$ cat config.mk
export PLATFORM = sky130hd
export DESIGN_NAME = audio_i2s_tx
export DESIGN_NICKNAME = d
export VERILOG_FILES = /design/src/rtl/audio_i2s_tx.sv
export SDC_FILE = /design/constraint.sdc
export NUM_CORES = 1
export LEC_CHECK = 0
export CAP_MARGIN = 25
export CORE_MARGIN = 10
export CORE_UTILIZATION = 53
export DETAILED_ROUTE_END_ITERATION = 8
export GPL_TIMING_DRIVEN = 0
export PLACE_DENSITY_LB_ADDON = 0.25
export RECOVER_POWER = 25
export SYNTH_ARGS = -nofsm -noshare
export SYNTH_HDL_FRONTEND = slang
export SYNTH_SLANG_ARGS = --single-unit
$ cat constraint.sdc
create_clock -name mclk -period 3.45 [get_ports mclk]
set_input_delay 0.69 -clock mclk [delete_from_list [all_inputs] [get_ports mclk]]
set_output_delay 0.69 -clock mclk [all_outputs]
set_load 0.005 [all_outputs]
$ cat src/rtl/audio_i2s_tx.sv
// audio_i2s_tx: I2S transmitter running on the audio master clock.
// Buffers stereo pairs in a small FIFO, divides mclk down to the bit clock
// and frame clock, and shifts each pair out MSB-first in a 64-bit frame.
// Each 32-bit slot is left-justified and zero-padded after DATA_W bits.
// All pins change only on the cycle where the bit clock falls.
module audio_i2s_tx #(
    parameter int DATA_W     = 16,
    parameter int SCLK_DIV   = 4,
    parameter int FIFO_DEPTH = 4
) (
    input  logic                        mclk,
    input  logic                        reset,
    input  logic                        enable,
    input  logic                        tx_valid,
    output logic                        tx_ready,
    input  logic [DATA_W-1:0]           tx_left,
    input  logic [DATA_W-1:0]           tx_right,
    output logic [$clog2(FIFO_DEPTH):0] fifo_level,
    output logic                        underrun,
    input  logic                        underrun_clr,
    output logic                        busy,
    output logic                        i2s_sclk,
    output logic                        i2s_lrclk,
    output logic                        i2s_sdout
);
    localparam int LVL_W = $clog2(FIFO_DEPTH) + 1;
    localparam int PTR_W = $clog2(FIFO_DEPTH);
    localparam int CNT_W = $clog2(SCLK_DIV);
    localparam logic [CNT_W-1:0] DIV_LAST = CNT_W'(SCLK_DIV - 1);
    localparam logic [CNT_W-1:0] DIV_HALF = CNT_W'(SCLK_DIV / 2);
    localparam logic [LVL_W-1:0] LVL_FULL = LVL_W'(FIFO_DEPTH);

    typedef enum logic {IDLE = 1'b0, RUN = 1'b1} state_t;

    // Handshake: a stereo pair is accepted on every rising mclk edge where
    // tx_valid and tx_ready are both high. tx_ready is decoded only from the
    // registered fill level, so it never depends on tx_valid in the same cycle.

    // FIFO storage and bookkeeping
    logic [DATA_W-1:0] mem_l_q [FIFO_DEPTH];
    logic [DATA_W-1:0] mem_r_q [FIFO_DEPTH];
    logic [PTR_W-1:0]  wr_ptr_q, wr_ptr_d;
    logic [PTR_W-1:0]  rd_ptr_q, rd_ptr_d;
    logic [LVL_W-1:0]  level_q, level_d;

    // Serialiser state
    state_t            state_q, state_d;
    logic [CNT_W-1:0]  div_cnt_q, div_cnt_d;
    logic [5:0]        bit_cnt_q, bit_cnt_d;
    logic [DATA_W-1:0] shift_l_q, shift_l_d;
    logic [DATA_W-1:0] shift_r_q, shift_r_d;
    logic              busy_q, busy_d;
    logic              sclk_q, sclk_d;
    logic              lrclk_q, lrclk_d;
    logic              sdout_q, sdout_d;
    logic              underrun_q, underrun_d;

    // Decoded events
    logic              push;
    logic              pop;
    logic              fall;
    logic              frame_start;
    logic              stop;
    logic              ur_set;
    logic [5:0]        bit_nxt;
    logic [DATA_W-1:0] load_l;
    logic [DATA_W-1:0] load_r;
    logic [DATA_W-1:0] cur_l;
    logic [DATA_W-1:0] cur_r;
    logic [DATA_W-1:0] word;
    logic [31:0]       slot_word;
    logic              sdout_bit;

    // Event decode: bit-clock fall, frame boundary, FIFO push/pop, and the data bit for the next slot position
    always_comb begin
        push        = tx_valid && tx_ready;
        fall        = (state_q == RUN) && (div_cnt_q == DIV_LAST);
        bit_nxt     = bit_cnt_q + 6'd1;
        frame_start = fall && (bit_nxt == 6'd0);
        stop        = frame_start && !enable;
        // level_q is registered, so a pair pushed this cycle cannot be popped this cycle
        pop         = frame_start && enable && (level_q != '0);
        ur_set      = frame_start && enable && (level_q == '0);
        load_l      = pop ? mem_l_q[rd_ptr_q] : '0;
        load_r      = pop ? mem_r_q[rd_ptr_q] : '0;
        cur_l       = frame_start ? load_l : shift_l_q;
        cur_r       = frame_start ? load_r : shift_r_q;
        word        = bit_nxt[5] ? cur_r : cur_l;
        // Left-justify the sample in a 32-bit slot; positions past DATA_W read zero padding
        slot_word   = 32'(word) << (32 - DATA_W);
        sdout_bit   = slot_word[5'd31 - bit_nxt[4:0]];
    end

    // FIFO next-state: pointers and fill level
    always_comb begin
        wr_ptr_d = wr_ptr_q;
        rd_ptr_d = rd_ptr_q;
        level_d  = level_q + LVL_W'(push) - LVL_W'(pop);
        if (push) begin
            wr_ptr_d = wr_ptr_q + PTR_W'(1);
        end
        if (pop) begin
            rd_ptr_d = rd_ptr_q + PTR_W'(1);
        end
    end

    // Sticky underrun flag; a clear beats a same-cycle set
    always_comb begin
        underrun_d = underrun_q;
        if (underrun_clr) begin
            underrun_d = 1'b0;
        end else if (ur_set) begin
            underrun_d = 1'b1;
        end
    end

    // Serialiser FSM next-state: clock division, bit counting and pin values
    always_comb begin
        state_d   = state_q;
        div_cnt_d = div_cnt_q;
        bit_cnt_d = bit_cnt_q;
        shift_l_d = shift_l_q;
        shift_r_d = shift_r_q;
        busy_d    = busy_q;
        sclk_d    = sclk_q;
        lrclk_d   = lrclk_q;
        sdout_d   = sdout_q;
        case (state_q)
            IDLE: begin
                div_cnt_d = '0;
                busy_d    = 1'b0;
                sclk_d    = 1'b0;
                lrclk_d   = 1'b0;
                sdout_d   = 1'b0;
                if (enable) begin
                    state_d   = RUN;
                    busy_d    = 1'b1;
                    bit_cnt_d = 6'd63;
                end
            end
            RUN: begin
                div_cnt_d = fall ? '0 : div_cnt_q + CNT_W'(1);
                sclk_d    = (div_cnt_d >= DIV_HALF);
                if (fall) begin
                    bit_cnt_d = bit_nxt;
                    if (stop) begin
                        // enable is only honoured here, so a started frame always finishes
                        state_d = IDLE;
                        busy_d  = 1'b0;
                        sclk_d  = 1'b0;
                        lrclk_d = 1'b0;
                        sdout_d = 1'b0;
                    end else begin
                        if (frame_start) begin
                            shift_l_d = load_l;
                            shift_r_d = load_r;
                        end
                        // word select leads the first data bit of each slot by one bit
                        lrclk_d = (bit_nxt >= 6'd31) && (bit_nxt <= 6'd62);
                        sdout_d = sdout_bit;
                    end
                end
            end
            default: begin
                state_d = IDLE;
            end
        endcase
    end

    // FIFO sample storage; contents need no reset because the pointers are flushed
    always_ff @(posedge mclk) begin
        if (push) begin
            mem_l_q[wr_ptr_q] <= tx_left;
            mem_r_q[wr_ptr_q] <= tx_right;
        end
    end

    // State registers with synchronous reset; a reset aborts any frame in progress
    always_ff @(posedge mclk) begin
        if (reset) begin
            state_q    <= IDLE;
            div_cnt_q  <= '0;
            bit_cnt_q  <= 6'd63;
            shift_l_q  <= '0;
            shift_r_q  <= '0;
            busy_q     <= 1'b0;
            sclk_q     <= 1'b0;
            lrclk_q    <= 1'b0;
            sdout_q    <= 1'b0;
            underrun_q <= 1'b0;
            wr_ptr_q   <= '0;
            rd_ptr_q   <= '0;
            level_q    <= '0;
        end else begin
            state_q    <= state_d;
            div_cnt_q  <= div_cnt_d;
            bit_cnt_q  <= bit_cnt_d;
            shift_l_q  <= shift_l_d;
            shift_r_q  <= shift_r_d;
            busy_q     <= busy_d;
            sclk_q     <= sclk_d;
            lrclk_q    <= lrclk_d;
            sdout_q    <= sdout_d;
            underrun_q <= underrun_d;
            wr_ptr_q   <= wr_ptr_d;
            rd_ptr_q   <= rd_ptr_d;
            level_q    <= level_d;
        end
    end

    assign tx_ready   = (level_q != LVL_FULL);
    assign fifo_level = level_q;
    assign underrun   = underrun_q;
    assign busy       = busy_q;
    assign i2s_sclk   = sclk_q;
    assign i2s_lrclk  = lrclk_q;
    assign i2s_sdout  = sdout_q;

endmodule

* Yosys cells after proc, flatten, opt, wreduce, memory -nomap -nowiden
Memory sizes are Yosys's and may differ from the RTL's. A register that Yosys moved wholly into a read port is not among the register bits. Cells that the tools add are included. W data, S select, Z words.
Word-level totals: register bits after elaboration 53, latch bits 0, memory bits (read-only) 0, bits in writable memories 128, output and inout port bits 9, input port bits 37, memories kept 2
Memory list:
- mem_l_q | depth 4, bits a word 16, rd ports 1, clocked after memory_dff 1, write ports 1, line 40 | logic [DATA_W-1:0] mem_l_q [FIFO_DEPTH];
- mem_r_q | depth 4, bits a word 16, rd ports 1, clocked after memory_dff 1, write ports 1, line 41 | logic [DATA_W-1:0] mem_r_q [FIFO_DEPTH];
Operators by class: shift operators 0, $lt $le $gt $ge 4, multipliers 0, muxes and demuxes 34, div/mod/pow operators 0, reductions and logical operators 16, equality and inequality tests 5, add/sub/neg operators 7, bitwise operators 2
Operators by type and width (count):
- $mux W16 | 5
- $mux W1 | 14
- $mux W6 | 2
- $pmux W6 S2 | 1
- $mux W2 | 5
- $pmux W1 S2 | 5
- $logic_and A1 B1 Y1 | 8
- $add A2 B1 Y2 const B | 3
- $add A6 B1 Y6 const B | 1
- $ge A6 B5 Y1 const B | 1
- $le A6 B6 Y1 const B | 1
- $logic_not A6 Y1 | 1
- $lt A5 B6 Y1 const B | 1
- $bmux W1 S5 | 1
- $sub A5 B5 Y5 const A | 1
- $ne A2 B1 Y1 const B | 2
- $pmux W2 S2 | 1
- $reduce_and A2 Y1 | 2
- $add A3 B1 Y3 | 1
- $logic_not A3 Y1 | 1
- $ne A3 B3 Y1 const B | 1
- $reduce_and A3 Y1 | 1
- $reduce_bool A3 Y1 | 1
- $sub A3 B1 Y3 | 1
- 6 further kinds | 7

* Longest topological paths before layout
Gate-level depths: netlist (run 1).
depth after elaboration 13, mapped depth 16, gate-level depth less buffers 13

* Worst setup path after synthesis (run 1)
Ideal clock, no wire load.
kind register to register, start register bit_cnt_q[0], end register level_q[2], in the netlist fifo_level[2], slack 0.264 ns, data arrival time 3.058 ns, library setup time 0.128 ns, stages on the path, launching flop included 17, cells stage by stage dfxtp_1 -> ha_1 -> buf_2 -> a31o_2 -> a21oi_2 -> and2_4 -> buf_4 -> and3_1 -> buf_2 -> ha_1 -> inv_1 -> ha_1 -> inv_1 -> fa_1 -> xor2_1 -> xnor2_1 -> nor2_1
Between the ends: longest elaborated chain between the ends 6
Ends and longest elaborated chain:
- start, declared | line 49 | logic [5:0] bit_cnt_q, bit_cnt_d;
- start signal, assigned | line 197 | bit_cnt_q <= bit_cnt_d;
- $add A6 B1 Y6 | line 78 | bit_nxt = bit_cnt_q + 6'd1;
- $logic_not A6 Y1 | line 79 | frame_start = fall && (bit_nxt == 6'd0);
- $logic_and A1 B1 Y1 | line 79
- $logic_and A1 B1 Y1 (2 in series) | line 82 | pop = frame_start && enable && (level_q != '0);
- $sub A3 B1 Y3 | line 98 | level_d = level_q + LVL_W'(push) - LVL_W'(pop);
- end signal, assigned | line 207 | level_q <= level_d;
- end, declared | line 44 | logic [LVL_W-1:0] level_q, level_d;
Every way passes these cells. A chain may end at the register's enable or synchronous reset.

* Worst setup path after layout (run 1)
Ends and elaborated chain as after synthesis.

==> run summary, run 1 <==
GRT Util Overall: 16.8%
Reg area: 4950 sq um
Post-synth design cell area: 7450 sq um
Worst R2R Setup Slack: 200 ps
Worst path arrival time: 3530 ps
Starting Density: 53.9%
Critical path capture point type: flop
Ys flop type: edfxtp_1
# DRC: 0
Cell Area, Placed: 8130 sq um
Total Nets Final: 630
First-pass GRT wire length: 25.8 mm
Cell count after synthesis: 517
Row count: 43
Seq pwr share: 52.9%
Post-route ant nets: 0
Seq/Total Area, Yosys: 66.4%
Num CTS Buffers: 17
Worst skew pair latency: 420 ps
CTS Root Cell: clkbuf_16
WHS: 446 ps
Clk pwr share: 38.7%
Pins over their slew limit: 0
Vias per inst: 5.93
Area delta synth->final: 17.3%
Reg2reg end: fifo_level[2]
Hold Crit Class: reg2reg
Port bufs: 45
EDFF count, synth: 128
Share of post-route cells with drive strength above 1: 15.0%
Iter 0 DRT Violations: 394
CTS Buffer Depth: 2
Synth cell types: 54
Drt pass-1 iters: 5
Setup Crit Path Kind: reg2reg
Final setup viols: 0
Die Area: 19200 sq um
Core ar.: 13800 sq um
Congestion Overflow GR: 0
Clk_skew: 7.46 ps
Tmin final: 3250 ps
Reg2Reg Depth: 15
Via Count: 4598
Unrepaired setup endpoints after global routing: false
Design area: 8740 sq um
Net Switching: 1.05 mW
Seq cells post-synth: 183
Post-route clock period utilization: 94.1%
# Max-Cap Violations: 0
Layout Utilization: 63.2%
Ys async rst share: 0%
Total wire length: 15.7 mm
Cell Int Power: 3.83 mW
CP Max Fanout: 13
Post-DP HPWL: 10.6 mm
Average cell area after synthesis: 14.4 sq um
Setup TNS: 0 ps
# H-tree levels: 4
Ys Warns: 0
CTS Hold Bufs: 0
Antenna violations before repair: 0
Clk sinks: 183
Sw frac: 21.5%
Worst r2r src: bit_cnt_q[0]
Comb power frac: 8.4%
# IOs: 46
Leakage: 2.88 nW
Final worst setup slack: 203 ps
Die height: 139 um
Inst Count DP: 742
Hold Vio Cnt, Final: 0
CTS tree: yes
Vias in the first global route: 4808
Worst Min Path Start: div_cnt_q[0]
RePlAce Congestion: 0.907
Worst Hold End: div_cnt_q[0]
CP Launch Type: flop
Syn nets: 565
Fill cells: 998
Non-filler cells, final: 775
Worst endpoint required time: 3730 ps
Worst slack, placed: -405 ps
Multi-input logic area: 2340 sq um
Status: completed
Clk slew on worst S/H paths: 60 ps
Worst relative slew slack: 38.6%
Largest net degree at the start of global routing: 33
Maximum vdd drop: 0.364 mV
Achievable Freq: 0.308 GHz
Power Dens Cells: 558 nW/um^2
Diodes inserted: 0
Worst slew pin tran: 920 ps
Routed len/inst: 20.3 um
Pwr Total: 4.88 mW
Die Width: 139 um
Hold-critical path depth: 1
synthesized netlist by cell type, drive strengths merged (5+ instances only):
master  instances  area share [%]
a21oi          22             1.5
clkbuf         16            0.81
mux4           32             9.7
and3            5            0.42
nand4           7            0.67
dfxtp          55              15
inv            10            0.50
o21ai          10            0.67
mux2i           6            0.81
edfxtp        128              52
nand2          44             2.2
nand3          13            0.87
nand2b          6            0.50
and2           13             1.1
nor3            6            0.40
buf            15             1.1
xnor2           5            0.59
nor2           40             2.0
a22oi          17             1.7
ha             10             1.7
worst max path at each step:
stage,startpoint,endpoint,cells past startpoint
global route,bit_cnt_q[0],fifo_level[2],15
global placement,enable,fifo_level[2],13
detailed placement,enable,fifo_level[2],13
finish,bit_cnt_q[0],fifo_level[2],15
CTS,bit_cnt_q[0],fifo_level[2],16
floorplan,bit_cnt_q[0],fifo_level[2],16
flip-flops by register name (all words and copies together) (netlist names), 3 cells and up, named ones only:
signal and flops:
shift_l_q 16, fifo_level 3, shift_r_q 16, bit_cnt_q 6, mem_l_q 64, mem_r_q 64
layer usage:
layer	vias to the layer above	GRT usage (%)	part of all wire (%)	routed length (um)
li1	2113	-	-	-
met5	-	0	0	0
met1	2329	20.7	43	6750
met2	136	27.8	50	7790
met4	0	6.60	1.6	255
met3	20	4.14	5.8	918
area by class of cell:
type / count / share of cell area (%)
Buffer: 30 / 1.63
Clock buffer: 21 / 5.04
Clock inverter: 11 / 1.55
Inverter: 10 / 0.429
Multi-Input combinational cell: 293 / 26.8
Sequential cell: 183 / 56.6
Tap cell: 180 / 2.58
Timing Repair Buffer: 47 / 5.32
power by group through the flow:
| stage | Combinational [mW] | Sequential [mW] | Clock [mW] |
|---|---|---|---|
| 4_1_cts | 0.425 | 2.58 | 1.91 |
| 6_report | 0.411 | 2.58 | 1.89 |
| 5_1_grt | 0.455 | 2.60 | 2.01 |
| 2_1_floorplan | 0.233 | 2.61 | 0 |
| 3_5_place_dp | 0.421 | 2.63 | 0 |
| 3_3_place_gp | 0.404 | 2.62 | 0 |
kinds of logic (layout without fill, tap and decap cells):
kind of cell               Yosys count  after routing  share of synthesized area [%]
DFF                                183            183                           66.4
xor gates and xnor gates             8              8                          0.940
buffers and inverters               41            119                           2.42
and+or+nand+nor                    146            146                           9.34
muxes                               38             38                           10.5
AOI/OAI and AO/OA                   90             90                           8.53
adders and majority gates           11             11                           1.95
cell usage in the layout (no fill, tap or decap), drive strengths merged, types with 5 or more instances in the layout:
cell	count
a21oi	22
a22oi	17
and2	13
and3	5
buf	16
clkbuf	37
clkdlybuf4s50	24
clkinv	5
dfxtp	55
dlygate4sd3	21
edfxtp	128
ha	10
inv	10
mux2i	6
mux4	32
nand2	44
nand2b	6
nand3	13
nand4	7
nor2	40
nor3	6
o21ai	10
xnor2	5
worst max-delay path, stage by stage (launching register included):
cell,delay [ps]
dfxtp_4,380
ha_1,190
buf_2,170
or3_1,380
o31ai_4,90
and2_4,290
and3_4,220
buf_6,140
ha_1,230
inv_1,60
ha_1,130
inv_1,50
fa_1,380
xor2_1,180
xnor2_1,140
nor2_1,60
timing repair:
action	in CTS	in global routing
setup endpoints to repair	2	1
gates cloned	0	0
setup buffers	2	0
pin swaps	2	1
gates resized for setup	3	8
Note: power is estimated with default switching activity, not from simulation.
==> inputs of run 2 (changes only) <==
CORE_MARGIN = default   (was 10)
==> run 2 against run 1 <==
Against the previous run:
- non-clock buffer count grew 4
- flip-flop and latch count unchanged
- core utilization is 2.3 points higher
- worst hold slack got worse by 9.4 ps
- critical endpoint unchanged
- largest power group unchanged
==> run summary, run 2 (same netlist as run 1, synthesis figures left out) <==
Pins over their slew limit: 0
Post-DP HPWL: 10.5 mm
Leakage: 2.92 nW
Non-filler cells, final: 775
First-pass GRT wire length: 25.3 mm
Row count: 42
Maximum vdd drop: 0.411 mV
# IOs: 46
Final setup viols: 0
Status: completed
Clk slew on worst S/H paths: 70 ps
Worst slew pin tran: 706 ps
Largest net degree at the start of global routing: 33
Critical Path Sink: fifo_level[2]
Worst R2R Setup Slack: 220 ps
CP Launch Type: flop
RePlAce Congestion: 0.893
Vias in the first global route: 4776
Die Width: 121 um
Reg2reg end: fifo_level[2]
Most common cell after layout, fill and taps aside: edfxtp_1
Area delta synth->final: 18.4%
# H-tree levels: 4
Clk_skew: 6.90 ps
CTS Root Cell: clkbuf_16
CP Cell Sequence: ha_1, buf_2, or3_4, o31ai_4, and2_4, and3_1, buf_6, ha_1, inv_1, ha_1, inv_1, fa_1, xor2_1, xnor2_1, nor2_1
Post-route clock period utilization: 93.5%
Routed len/inst: 20.4 um
Post-route ant nets: 0
# Max-Cap Violations: 0
Die Area: 14500 sq um
Via Count: 4581
Pwr Total: 4.90 mW
Reg2Reg Depth: 15
CTS Buffer Depth: 2
Worst endpoint required time: 3740 ps
Critical path capture point type: flop
Hold Vio Cnt, Final: 0
Slowest CP cell: dfxtp_4
Inst Count DP: 742
Share of post-route cells with drive strength above 1: 16.2%
Achievable Freq: 0.310 GHz
Worst skew pair latency: 430 ps
CP Max Fanout: 13
Setup Crit Path Kind: reg2reg
Antenna violations before repair: 0
Worst path arrival time: 3520 ps
Diodes inserted: 0
Num CTS Buffers: 17
Total Nets Final: 634
Iter 0 DRT Violations: 403
Power Dens Cells: 556 nW/um^2
Worst path most repeated cell: ha_1
Hold Crit Class: reg2reg
Starting Density: 55.4%
# DRC: 0
Cell Area, Placed: 8210 sq um
Congestion Overflow GR: 0
Slowest cell delay on critical path: 380 ps
Drt pass-1 iters: 4
Top flop regs: mem_l_q (64), mem_r_q (64)
Most frequent cells in the layout: edfxtp_1 (128), dfxtp_1 (53), nand2_1 (43)
CTS tree: yes
Design area: 8820 sq um
Worst relative slew slack: 52.6%
Unrepaired setup endpoints after global routing: false
Worst r2r src: bit_cnt_q[0]
Clk sinks: 183
Total wire length: 15.8 mm
Port bufs: 45
WHS: 437 ps
Tmin final: 3230 ps
Setup TNS: 0 ps
Die height: 121 um
GRT Util Overall: 23.8%
Vias per inst: 5.91
Worst setup startpoint: bit_cnt_q[0]
Core ar.: 13500 sq um
## run 2: cell count changes in the layout (fill, tap and decap cells not counted), moves of 2 or more
cell             delta
clkinv_4            +3
buf_12              +4
dlygate4sd3_1       +2
clkbuf_1            -4
clkinvlp_4          -2
inv_6               +4
clkdlybuf4s50_1     -2
## run 2: what timing repair did
item,in CTS,in global routing
endpoints found under the hold margin,0,0
gates resized for setup,3,9
setup endpoints to repair,2,1
pin swaps,2,1
setup buffers,2,0
hold buffers,0,0
## run 2: worst min path at each step
stage | start | endpoint | slack, ps | cells after the start
finish | div_cnt_q[0] | div_cnt_q[0] | 440 | 1
global route | div_cnt_q[0] | div_cnt_q[0] | 470 | 1
CTS | div_cnt_q[0] | div_cnt_q[0] | 450 | 1
detailed placement | div_cnt_q[0] | div_cnt_q[0] | 440 | 1
global placement | div_cnt_q[0] | div_cnt_q[0] | 420 | 1
floorplan | div_cnt_q[0] | div_cnt_q[0] | 410 | 1
## run 2: metrics by stage
stage	util, %	setup slack (ps)
global placement	60.4	-335
CTS	65.5	16.2
floorplan	-	264
finish	65.6	223
global route	65.6	56.6
detailed placement	61.0	-332
## run 2: cell type report
type	instances	area [sq um]
buffer	30	143
clock buffer	17	425
clock inverter	15	150
fill	1029	4630
inverter	10	37.5
multi-input combinational	293	2350
sequential	183	4950
tap	176	220
timing repair buffer	51	546
## run 2: where the power goes
group | internal, mW | total (mW) | leakage [nW] | switching (mW)
Combinational | 0.195 | 0.445 | 1.03 | 0.250
Sequential | 2.53 | 2.58 | 1.62 | 0.0492
Clock | 1.07 | 1.88 | 0.281 | 0.816
Total | 3.79 | 4.90 | 2.92 | 1.12
## run 2: worst max-delay path: cells and delay by family, from the launching register on
family          cells  cell delay (ps)
compound gates      1               80
xor+xnor            2              330
fa+ha+maj           4              930
buf+inv             4              450
simple gates        4              920
flops               1              380
## run 2: metal layers
layer / track usage, % / part of all wire (%)
met4: 11.9 / 3.5
met5: 0 / 0
met3: 5.71 / 4.5
met1: 29.9 / 43
met2: 38.5 / 49
